[config.mk]
export PLATFORM = sky130hd
export DESIGN_NAME = seven_seg_scan
export DESIGN_NICKNAME = d
export VERILOG_FILES = /design/src/rtl/seven_seg_scan.sv
export SDC_FILE = /design/constraint.sdc
export NUM_CORES = 1
export LEC_CHECK = 0
export ABC_AREA = 1
export BUFFER_PORTS_ARGS = -buffer_cell sky130_fd_sc_hd__buf_2
export CORE_MARGIN = 2
export CORE_UTILIZATION = 57
export DETAILED_ROUTE_END_ITERATION = 6
export GPL_TIMING_DRIVEN = 0
export PLACE_DENSITY = 0.86
export SYNTH_ARGS = -nofsm -noshare
export SYNTH_HDL_FRONTEND = slang
export SYNTH_SLANG_ARGS = --single-unit
[constraint.sdc]
create_clock -name clk -period 2.5 [get_ports clk]
set_clock_uncertainty 0.1 [all_clocks]
set_input_delay 0.25 -clock clk [delete_from_list [all_inputs] [get_ports clk]]
set_output_delay 0.25 -clock clk [all_outputs]
set_load 0.02 [all_outputs]
[src/rtl/seven_seg_scan.sv]
// Multiplexed seven-segment scan driver: advances one digit per rising edge of the
// divider's scan_tick level, blanks between digits, and double-buffers the display value.
module seven_seg_scan #(
    parameter int NUM_DIGITS   = 4,
    parameter int BLANK_CYCLES = 16,
    parameter int ACTIVE_LOW   = 1
) (
    input  logic                            clk,
    input  logic                            arst,
    input  logic                            scan_tick,
    input  logic [4*NUM_DIGITS-1:0]         value,
    input  logic [NUM_DIGITS-1:0]           dp_in,
    input  logic                            blank_lz,
    input  logic                            load,
    output logic [NUM_DIGITS-1:0]           an,
    output logic [6:0]                      seg,
    output logic                            dp,
    output logic [$clog2(NUM_DIGITS)-1:0]   digit_idx,
    output logic                            frame_done
);

    localparam int IDX_W = $clog2(NUM_DIGITS);
    localparam int CNT_W = (BLANK_CYCLES > 1) ? $clog2(BLANK_CYCLES) : 1;

    localparam logic [0:0] ST_BLANK = 1'b0;
    localparam logic [0:0] ST_SHOW  = 1'b1;

    localparam logic                  POL      = (ACTIVE_LOW != 0);
    localparam logic [NUM_DIGITS-1:0] AN_OFF   = {NUM_DIGITS{POL}};
    localparam logic [6:0]            SEG_OFF  = {7{POL}};
    localparam logic [CNT_W-1:0]      CNT_LAST = CNT_W'(BLANK_CYCLES - 1);
    localparam logic [IDX_W-1:0]      IDX_LAST = IDX_W'(NUM_DIGITS - 1);

    logic [0:0]              state;
    logic [CNT_W-1:0]        cnt;
    logic                    tick_d;
    logic                    pending;
    logic [4*NUM_DIGITS-1:0] shadow_val;
    logic [NUM_DIGITS-1:0]   shadow_dp;
    logic [4*NUM_DIGITS-1:0] active_val;
    logic [NUM_DIGITS-1:0]   active_dp;

    logic                    tick_edge;
    logic                    wrap;
    logic [3:0]              nibble;
    logic [NUM_DIGITS-1:0]   lead_zero;
    logic                    all_zero;
    logic                    suppress;
    logic [NUM_DIGITS-1:0]   digit_sel;

    function automatic logic [6:0] hex_to_seg(input logic [3:0] n);
        case (n)
            4'h0: hex_to_seg = 7'h3F;
            4'h1: hex_to_seg = 7'h06;
            4'h2: hex_to_seg = 7'h5B;
            4'h3: hex_to_seg = 7'h4F;
            4'h4: hex_to_seg = 7'h66;
            4'h5: hex_to_seg = 7'h6D;
            4'h6: hex_to_seg = 7'h7D;
            4'h7: hex_to_seg = 7'h07;
            4'h8: hex_to_seg = 7'h7F;
            4'h9: hex_to_seg = 7'h6F;
            4'hA: hex_to_seg = 7'h77;
            4'hB: hex_to_seg = 7'h7C;
            4'hC: hex_to_seg = 7'h39;
            4'hD: hex_to_seg = 7'h5E;
            4'hE: hex_to_seg = 7'h79;
            default: hex_to_seg = 7'h71;
        endcase
    endfunction

    assign tick_edge = scan_tick & ~tick_d;
    assign wrap      = (state == ST_SHOW) && tick_edge && (digit_idx == IDX_LAST);
    assign nibble    = active_val[4*int'(digit_idx) +: 4];
    assign digit_sel = {{(NUM_DIGITS-1){1'b0}}, 1'b1} << digit_idx;

    // lead_zero[i] is set when every nibble from the top digit down to i is zero
    always_comb begin
        lead_zero = '0;
        all_zero  = 1'b1;
        for (int i = NUM_DIGITS - 1; i >= 0; i--) begin
            all_zero     = all_zero & (active_val[4*i +: 4] == 4'h0);
            lead_zero[i] = all_zero;
        end
        suppress = blank_lz && (digit_idx != '0) && lead_zero[digit_idx];
    end

    always_ff @(posedge clk or posedge arst) begin
        if (arst) begin
            state      <= ST_BLANK;
            cnt        <= '0;
            tick_d     <= 1'b0;
            digit_idx  <= '0;
            an         <= AN_OFF;
            seg        <= SEG_OFF;
            dp         <= POL;
            frame_done <= 1'b0;
            pending    <= 1'b0;
            shadow_val <= '0;
            shadow_dp  <= '0;
            active_val <= '0;
            active_dp  <= '0;
        end else begin
            tick_d     <= scan_tick;
            frame_done <= 1'b0;

            if (load) begin
                shadow_val <= value;
                shadow_dp  <= dp_in;
                pending    <= 1'b1;
            end

            if (state == ST_BLANK) begin
                if (cnt == CNT_LAST) begin
                    state <= ST_SHOW;
                    if (suppress) begin
                        an  <= AN_OFF;
                        seg <= SEG_OFF;
                        dp  <= POL;
                    end else begin
                        an  <= digit_sel ^ AN_OFF;
                        seg <= hex_to_seg(nibble) ^ SEG_OFF;
                        dp  <= active_dp[digit_idx] ^ POL;
                    end
                end else begin
                    cnt <= cnt + 1'b1;
                end
            end else if (tick_edge) begin
                state     <= ST_BLANK;
                cnt       <= '0;
                an        <= AN_OFF;
                seg       <= SEG_OFF;
                dp        <= POL;
                digit_idx <= (digit_idx == IDX_LAST) ? '0 : digit_idx + 1'b1;
            end

            // A load landing on the wrap goes straight to active; this overrides the pending set above
            if (wrap) begin
                frame_done <= 1'b1;
                pending    <= 1'b0;
                if (load) begin
                    active_val <= value;
                    active_dp  <= dp_in;
                end else if (pending) begin
                    active_val <= shadow_val;
                    active_dp  <= shadow_dp;
                end
            end
        end
    end

endmodule
======== After elaboration in Yosys (flattened, before gate mapping) ========
Memory sizes are Yosys's and may differ from the RTL's.
Index checks and enable logic that the tools add are counted.
word-level totals
  register bits ........................... 62
  bits in read-only memories .............. 112
  input bits .............................. 25
  output and inout port bits .............. 15
  logic and storage cells ................. 80
  memories kept ........................... 1
operators by class
  add/subtract/negate cells ............... 2
  magnitude comparators ................... 1
  equality and inequality tests ........... 4
  shift-type cells ........................ 2
  muxes and demuxes ....................... 33
  bitwise gates (word level) .............. 8
  reductions and logical operators ........ 16
memory list
  memory           words  width  read ports  clocked after memory_dff  wr ports  line  source
  (no name shown)  16     7      1           0                         0         52    case (n)
operators with widths
  kind                                                                          count
  7-bit 2-to-1 mux                                                              7
  4-bit 2-to-1 mux                                                              9
  16-bit 2-to-1 mux                                                             2
  4-bit logical NOT                                                             4
  16-bit by 5-bit variable part select with 4-bit output                        1
  1-bit 2-to-1 mux                                                              12
  2-bit AND reduction                                                           4
  2-bit nonzero test                                                            4
  7-bit NOT                                                                     1
  4-bit by 1-bit adder with 4-bit output, second input constant                 1
  1-bit bitwise AND                                                             4
  1-bit binary-select mux with 2-bit select                                     2
  4-bit equality test, second input constant                                    1
  1-bit logical AND                                                             4
  4-bit NOT                                                                     1
  1-bit by 2-bit << shifter with 4-bit output, first input constant             1
  2-bit by 3-bit less-than comparator with 1-bit output, second input constant  1
  2-bit by 1-bit adder with 2-bit output, second input constant                 1
  2-bit equality test, second input constant                                    1
  2-bit 2-to-1 mux                                                              1
  2-bit by 1-bit inequality test with 1-bit output, second input constant       1
  2-bit inequality test, second input constant                                  1
  1-bit NOT                                                                     2

======== Logic depth before layout (Yosys ltp) ========
Gate-level depths: netlist of the first run.
  depth after elaboration ................. 14
  mapped depth ............................ 13

======== Worst setup path after synthesis of the first run ========
No wires, ideal clock.
  path kind ............................... register -> register
  start point ............................. register digit_idx[0]
  end point ............................... register seg[0]
  library setup time ...................... 76 ps
  arrival time ............................ 1769 ps
  data required time ...................... 2324 ps
  path slack .............................. 555 ps
  stages on the path, launching flop included .. 14
  period minus slack after synthesis ...... 1945 ps
  path through ............................ dfrtp_1 -> buf_4 -> buf_6 -> nand2_1 -> nand3_1 -> nand2_1 -> inv_1 -> ha_1 -> inv_1 -> nand3_1 -> nand3_1 -> nand3_1 -> nor2_1 -> nor2_1
on the way
  word-level cells in the longest chain between the ends .. 9
  elaborated cells between the ends (all ways) .. 14
ends and longest elaborated chain
  what                                                    line  source
  from (decl)                                             18    output logic [$clog2(NUM_DIGITS)-1:0] digit_idx,
  from (signal assigned)                                  134   digit_idx <= (digit_idx == IDX_LAST) ? '0 : digit_idx + 1'b1;
  16-bit by 5-bit variable part select with 4-bit output  74    assign nibble = active_val[4*int'(digit_idx) +: 4];
  memory 16 x 7 bit                                       --
  7-bit 2-to-1 mux                                        116   if (suppress) begin
  7-bit 2-to-1 mux                                        114   if (cnt == CNT_LAST) begin
  7-bit 2-to-1 mux                                        113   if (state == ST_BLANK) begin
  7-bit NOT (no source line)                              --
  7-bit 2-to-1 mux (*)                                    116
  7-bit 2-to-1 mux (*)                                    114
  7-bit 2-to-1 mux (*)                                    113
  to (signal assigned)                                    122   seg <= hex_to_seg(nibble) ^ SEG_OFF;
  to (decl)                                               16    output logic [6:0] seg,
Every way passes the cells marked *; elsewhere a longest branch is shown, timed or not. The select of a mux whose other input is x is not followed.
A chain may end at the register's enable or synchronous reset.

======== Worst setup path after layout of the first run ========
Same ends and word-level chain as after synthesis.

==> results of run 1 <==
==> state kept, by name (all words and copies together) (netlist names) <==
| register | flops |
|---|---|
| shadow_dp | 4 |
| digit_idx | 2 |
| frame_done | 1 |
| seg | 7 |
| state | 1 |
| pending | 1 |
| active_val | 16 |
| dp | 1 |
| cnt | 4 |
| tick_d | 1 |
| shadow_val | 16 |
| an | 4 |
| active_dp | 4 |
==> cell type report <==
type / instances / area (um^2) / area share (%)
Buffer: 12 / 86.3 / 2.39
Inverter: 31 / 116 / 3.22
Sequential cell: 62 / 1570 / 43.3
Clock inverter: 7 / 75.1 / 2.08
Tap cell: 70 / 87.6 / 2.42
Multi-Input combinational cell: 263 / 1320 / 36.6
Timing Repair Buffer: 42 / 235 / 6.51
Clock buffer: 9 / 124 / 3.43
==> per-stage QoR <==
stage               power (uW)  setup slack, ns
finish                    4340            0.349
global route              4710            0.164
CTS                       4350            0.377
detailed placement        3450            0.403
global placement          3360          -0.0691
floorplan                 3000            0.555
==> logic make-up (layout without fill, tap and decap cells) <==
logic type      Yosys count  count (layout)
compound gates           42              42
xor+xnor                  2               2
fa+ha+maj                12              12
buf+inv                  43             101
flops                    62              62
simple gates            207             207
==> cell usage in the layout (no fill, tap or decap), types with 2 or more instances in the layout <==
| cell | count |
|---|---|
| a21oi_1 | 10 |
| a31oi_1 | 3 |
| a31oi_2 | 10 |
| buf_2 | 39 |
| buf_4 | 5 |
| buf_6 | 3 |
| clkbuf_1 | 4 |
| clkbuf_8 | 9 |
| clkinv_4 | 2 |
| clkinvlp_4 | 3 |
| dfrtp_1 | 50 |
| dfstp_2 | 12 |
| dlygate4sd3_1 | 2 |
| ha_1 | 12 |
| inv_1 | 25 |
| inv_2 | 6 |
| nand2_1 | 132 |
| nand3_1 | 23 |
| nor2_1 | 38 |
| nor2_2 | 10 |
| nor2_4 | 2 |
| o21ai_0 | 17 |
| o22ai_1 | 2 |
| xnor2_1 | 2 |
==> routing by layer <==
layer / vias up / GRT usage [%] / wire, um
met5: - / 0 / 0
met4: 0 / 12.0 / 166
met3: 16 / 5.00 / 219
met2: 50 / 39.1 / 2930
met1: 1181 / 28.7 / 2780
li1: 1269 / - / -
==> critical path, stage by stage, from the launching register on <==
cell     delay [ns]
dfrtp_1        0.42
buf_4          0.18
buf_6          0.13
nand2_1        0.07
nand3_1        0.08
nand2_1        0.22
inv_1          0.13
ha_1           0.24
inv_1          0.08
nand3_1        0.10
nand3_1        0.10
nand3_1        0.08
nor2_1         0.10
nor2_1         0.05
==> report_power, final <==
group          leakage [uW]  switching (uW)  total (uW)  internal, uW
registers          0.000728             237        1620          1380
clock network     0.0000914             420         881           460
logic              0.000967            1160        1840           680
==> worst paths after layout <==
| path | endpoint | startpoint | cells past startpoint |
|---|---|---|---|
| worst min-delay path | shadow_dp[3]$_DFFE_PP0P_ | dp_in[3] | 3 |
| worst min register to register | shadow_dp[1]$_DFFE_PP0P_ | shadow_dp[1]$_DFFE_PP0P_ | 2 |
| worst max register to register | seg[0]$_DFFE_PP1P_ | digit_idx[0]$_DFFE_PP0P_ | 13 |
| max in group asynchronous | seg[4]$_DFFE_PP1P_ | arst | 4 |
| min in group asynchronous | shadow_val[9]$_DFFE_PP0P_ | arst | 3 |
| worst max-delay path | seg[0]$_DFFE_PP1P_ | digit_idx[0]$_DFFE_PP0P_ | 13 |
==> summary.txt, run 1 <==
Routing
  • Routed wire length: 6090 um
  • Via count: 2516
  • Antenna-violating nets left: 0
  • Starting DRT DRC Count: 113
  • DRC: 0
  • Avg Vias per Cell: 5.07
  • DR pass1 iterations: 5
  • Routed len/inst: 12.3 um

Layout
  • Nets: 458
  • Fill count: 411
  • Final Cell Area: 3610 um^2
  • Ant. Diodes: 0
  • Fraction of layout cells with a size suffix above 1: 24.9%
  • Final instance count without filler cells: 496
  • Layout area overhead: 16.9%
  • Layout Utilization: 69.9%

Synth
  • Post-synthesis cell type count: 21
  • Dominant synthesized flop cell: dfrtp_1
  • Ys Warns: 0
  • Multiplexer share of the synthesized area: 0%
  • Compound-Gate Fraction of Synth Area: 9.43%
  • Synth Cell Area: 3090 um^2
  • Most area-consuming cells after synthesis: dfrtp_1 (40%), nand2_1 (16%), dfstp_2 (10%)
  • Asr flop ratio synth: 100%
  • Post-synth EDFFs: 0
  • Synth Area per Inst: 8.40 um^2
  • Register area share after synthesis: 50.6%
  • Largest family of logic cells by synthesized area: simple AND/OR/NAND/NOR gates
  • Synth Area in XOR/XNOR: 0.566%
  • Post-Synth Adder-Cell Area: 4.85%
  • Area leader, netlist: dfrtp_1
  • Most frequent cell after synthesis: nand2_1
  • Post-synth top cells: nand2_1 (132), dfrtp_1 (50), nor2_1 (38)
  • Synth top area share: 40.5%
  • Post-Synth Simple-Gate Area: 28.0%
  • Mapped Nets: 405
  • Synth Register Bits: 62
  • Post-Syn Instances: 368

Setup path
  • Flop-to-flop setup slack: 0.35 ns
  • Worst Path Required: 2.69 ns
  • CP startpoint kind: flip-flop
  • CP Max Fanout: 10
  • CP Class: flip-flop to flip-flop
  • Crit path capture type: flip-flop
  • Worst path arrival time: 2.34 ns

STA
  • Post-route setup TNS: 0 ns
  • Max Slew Vio Count: 0
  • Final Cycle Share: 86.0%
  • Max Clk Rate: 465 MHz
  • Worst Tran Pin Value: 0.586 ns
  • Minimum clock period: 2.15 ns
  • Final setup fails: 0
  • Unrepaired setup endpoints after global routing: false
  • Max_slew headroom: 60.9%
  • Final hold slack: 0.0260 ns
  • Final Hold Viols: 0

Clock tree
  • CTS Hold Bufs: 2
  • Worst-skew pair later-pin latency: 0.35 ns
  • CTS buffer count: 9
  • Setup bufs post-CTS: 0
  • H-tree Lvls: 3
  • Clk Tree Root Cell: clkbuf_8
  • Worst-path clk slew: 0.07 ns
  • Clk sink count: 62
  • CTS max path bufs: 2
  • TritonCTS clock tree: yes
  • CTS resizes: 0

GRT
  • First-pass GRT wire length: 11100 um
  • GRT overflow: 0
  • Largest net degree at the start of global routing: 36
  • Total Routing Usage GR: 23.5%
  • Initial antenna violation count: 0
  • Vias in the first global route: 2568

Placement
  • Post-DP Area: 3400 um^2
  • Port bufs: 39
  • Placed cells: 478
  • Detailed placer's ending HPWL: 4480 um
  • RD Place Congestion: 0.951

Floorplanning
  • Core Region: 5170 um^2
  • Top-level port count: 40
  • Row count: 26
  • Starting density of the core: 59.8%
  • Die Ht: 77.7 um
  • DIE AREA: 6030 um^2
  • Die width: 77.7 um

Pwr
  • PD cells: 1200 nW/um^2
  • Static leakage: 0.00179 uW
  • Peak supply drop: 0.581 mV

Run
  • Max_cap viols: 0

Outcome
  • Run status: finished clean

Hold path
  • Hold WC Path Type: input pin to flip-flop
(Power assumes the default switching activity.)
==> inputs of run 2 (changes only) <==
--- a/config.mk
+++ b/config.mk
@@ -5,13 +5,12 @@
 export SDC_FILE = /design/constraint.sdc
 export NUM_CORES = 1
 export LEC_CHECK = 0
-export ABC_AREA = 1
 export BUFFER_PORTS_ARGS = -buffer_cell sky130_fd_sc_hd__buf_2
 export CORE_MARGIN = 2
 export CORE_UTILIZATION = 57
 export DETAILED_ROUTE_END_ITERATION = 6
 export GPL_TIMING_DRIVEN = 0
-export PLACE_DENSITY = 0.86
+export PLACE_DENSITY = 0.88
 export SYNTH_ARGS = -nofsm -noshare
 export SYNTH_HDL_FRONTEND = slang
 export SYNTH_SLANG_ARGS = --single-unit
==> constraint.sdc (replaced) <==
create_clock -name clk -period 2.1 [get_ports clk]
set_clock_uncertainty 0.1 [all_clocks]
set_input_delay 0.21 -clock clk [delete_from_list [all_inputs] [get_ports clk]]
set_output_delay 0.21 -clock clk [all_outputs]
set_load 0.02 [all_outputs]
==> run 2 against run 1 <==
Net effect: sequential cell count is the same; clock-buffer cell count grew 1; wire length shrank 2.2%; setup slack lost 0.33 ns; die area shrank 7.1%; design area shrank 4.4%; final cell count shrank 28%; sequential share of layout area grew 2.1 points; register-to-register slack lost 0.33 ns; combinational power grew 25%.
==> summary.txt, run 2 <==
Outcome
  • Run status: finished clean

Floorplanning
  • Die Ht: 74.9 um
  • Row count: 25
  • Core Region: 4790 um^2
  • Starting density of the core: 59.8%
  • DIE AREA: 5610 um^2
  • Die width: 74.9 um
  • Top-level port count: 40

STA
  • Worst Tran Pin Value: 0.580 ns
  • Final Hold Viols: 0
  • Unrepaired setup endpoints after global routing: true
  • Max_slew headroom: 61.3%
  • Max Slew Vio Count: 0
  • Post-route setup TNS: 0 ns
  • Final setup fails: 0
  • Setup ws final: 0.0213 ns
  • Max Clk Rate: 481 MHz
  • Final hold slack: 0.0211 ns
  • Minimum clock period: 2.08 ns
  • Final Cycle Share: 99.0%

Clock tree
  • H-tree Lvls: 3
  • Clk Tree Root Cell: clkbuf_8
  • Worst-skew pair later-pin latency: 0.34 ns
  • CTS max path bufs: 2
  • Worst-path clk slew: 0.06 ns
  • CTS buffer count: 9
  • TritonCTS clock tree: yes
  • Clk sink count: 62

Placement
  • Pre-CTS WS: -0.209 ns
  • Detailed placer's ending HPWL: 3960 um
  • Port bufs: 39
  • RD Place Congestion: 0.823

Layout
  • Fill count: 343
  • Commonest non-fill, non-tap cell in the layout: dfrtp_1
  • Fraction of layout cells with a size suffix above 1: 46.7%
  • Layout Utilization: 72.2%
  • Register area: 1570 um^2
  • Layout area overhead: 20.7%
  • Nets: 322
  • Ant. Diodes: 0
  • Largest registers: active_val x16, shadow_val x16, seg x7
  • Multi-input gate area: 1240 um^2
  • Most frequent cells in the layout: dfrtp_1 (48), buf_2 (42), mux2_2 (41)

Hold path
  • Hold Path Origin: value[14]
  • Worst hold stages: 2
  • Hold WC Path Type: input pin to flip-flop

Setup path
  • CP startpoint kind: flip-flop
  • CP Class: flip-flop to flip-flop
  • CP Max Fanout: 6
  • Crit path capture type: flip-flop
  • Worst R2R Start: digit_idx[0]$_DFFE_PP0P_
  • R2R cell count: 6
  • Worst path arrival time: 2.24 ns
  • Worst setup path startpoint: digit_idx[0]$_DFFE_PP0P_
  • Worst Path Required: 2.26 ns

Synth
  • Register area share after synthesis: 54.7%
  • Post-synth top cells: dfrtp_1 (50), mux2_2 (41), nor2_1 (22)
  • Most frequent cell after synthesis: dfrtp_1
  • Ys Warns: 0
  • Synth Cell Area: 2860 um^2
  • Mapped Nets: 263
  • Post-synth EDFFs: 0
  • Dominant synthesized flop cell: dfrtp_1
  • Most area-consuming cells after synthesis: dfrtp_1 (44%), mux2_2 (16%), dfstp_2 (11%)
  • Area leader, netlist: dfrtp_1
  • Post-synthesis cell type count: 35
  • Post-Syn Instances: 226
  • Synth Area per Inst: 12.7 um^2
  • Synth top area share: 43.7%
  • Asr flop ratio synth: 100%
  • Synth Register Bits: 62

Pwr
  • Net Switching: 1970 uW
  • Sequential share of power: 36.2%
  • Static leakage: 0.00156 uW
  • PD cells: 1500 nW/um^2
  • Sw Ratio: 38.0%
  • Final Total Pwr: 5190 uW
  • Comb power frac: 44.3%
  • Clock Power Share: 19.5%
  • Peak supply drop: 0.754 mV
  • Internal power: 3220 uW

Routing
  • DR pass1 iterations: 4
  • Avg Vias per Cell: 5.55
  • DRC: 0
  • Antenna-violating nets left: 0
  • Routed len/inst: 16.7 um
  • Via count: 1976
  • Starting DRT DRC Count: 110
  • Routed wire length: 5960 um

GRT
  • First-pass GRT wire length: 9600 um
  • Total Routing Usage GR: 23.7%
  • GRT overflow: 0
  • Vias in the first global route: 2025
  • Initial antenna violation count: 0
  • Largest net degree at the start of global routing: 42

Run
  • Max_cap viols: 0
==> run 2: worst paths after layout <==
| kind | endpoint | slack [ns] |
|---|---|---|
| max in group asynchronous | active_val[3]$_DFFE_PP0P_ | 1.00 |
| setup / recovery | seg[0]$_DFFE_PP1P_ | 0.02 |
| hold reg to reg | shadow_val[6]$_DFFE_PP0P_ | 0.40 |
| min in group asynchronous | digit_idx[1]$_DFFE_PP0P_ | 0.32 |
| setup reg to reg | seg[0]$_DFFE_PP1P_ | 0.02 |
| hold / removal | shadow_val[14]$_DFFE_PP0P_ | 0.02 |
==> run 2: kinds of logic after synthesis <==
logic type,share of synthesized area [%]
flops,54.7
mux,22.6
simple gates,8.17
compound gates,5.51
buf+inv,2.49
fa+ha+maj,5.24
xor+xnor,1.22
==> run 2: stage by stage <==
| stage | cell area [um^2] | cells |
|---|---|---|
| final | 3450 | 356 |
| after global routing | 3450 | 356 |
| after CTS | 3440 | 356 |
| after detailed placement | 3160 | 333 |
| after global placement | 3140 | 332 |
| after floorplan | 2860 | 226 |
==> run 2: layer usage <==
layer	routed length, um	part of all wire (%)	vias to the layer above	global-route usage, %
li1	-	-	915	-
met1	2590	43	993	29.2
met2	2990	50	52	39.1
met3	188	3.2	16	4.95
met4	195	3.3	0	12.9
met5	0	0	-	0
==> run 2: area by class of cell <==
class,count,share of cell area [%]
Clock buffer,10,3.98
Sequential cell,62,45.4
Buffer,9,1.74
Multi-Input combinational cell,149,36.0
Inverter,6,0.869
Timing Repair Buffer,48,8.11
Tap cell,67,2.43
Clock inverter,5,1.45
==> run 2: power groups by stage <==
stage / Combinational (uW) / Sequential [uW] / Clock (uW)
after global routing: 2520 / 1920 / 1080
final: 2300 / 1880 / 1020
after global placement: 1820 / 1880 / 0
after CTS: 2130 / 1870 / 1030
after detailed placement: 1940 / 1900 / 0
after floorplan: 1350 / 1960 / 0
==> run 2: worst max-delay path, stage by stage (launching register included) <==
cell	delay [ns]
dfrtp_2	0.38
buf_8	0.12
mux4_2	0.60
ha_4	0.21
or3_4	0.40
o221ai_2	0.09
a21oi_1	0.10
==> run 2: repair_timing <==
action | in CTS | in global routing
endpoints found under the setup margin | 10 | 7
gates resized for setup | 8 | 8
hold buffers | 2 | 0
buffers inserted | 6 | 0
endpoints found under the hold margin | 10 | 0
pin swaps | 0 | 4
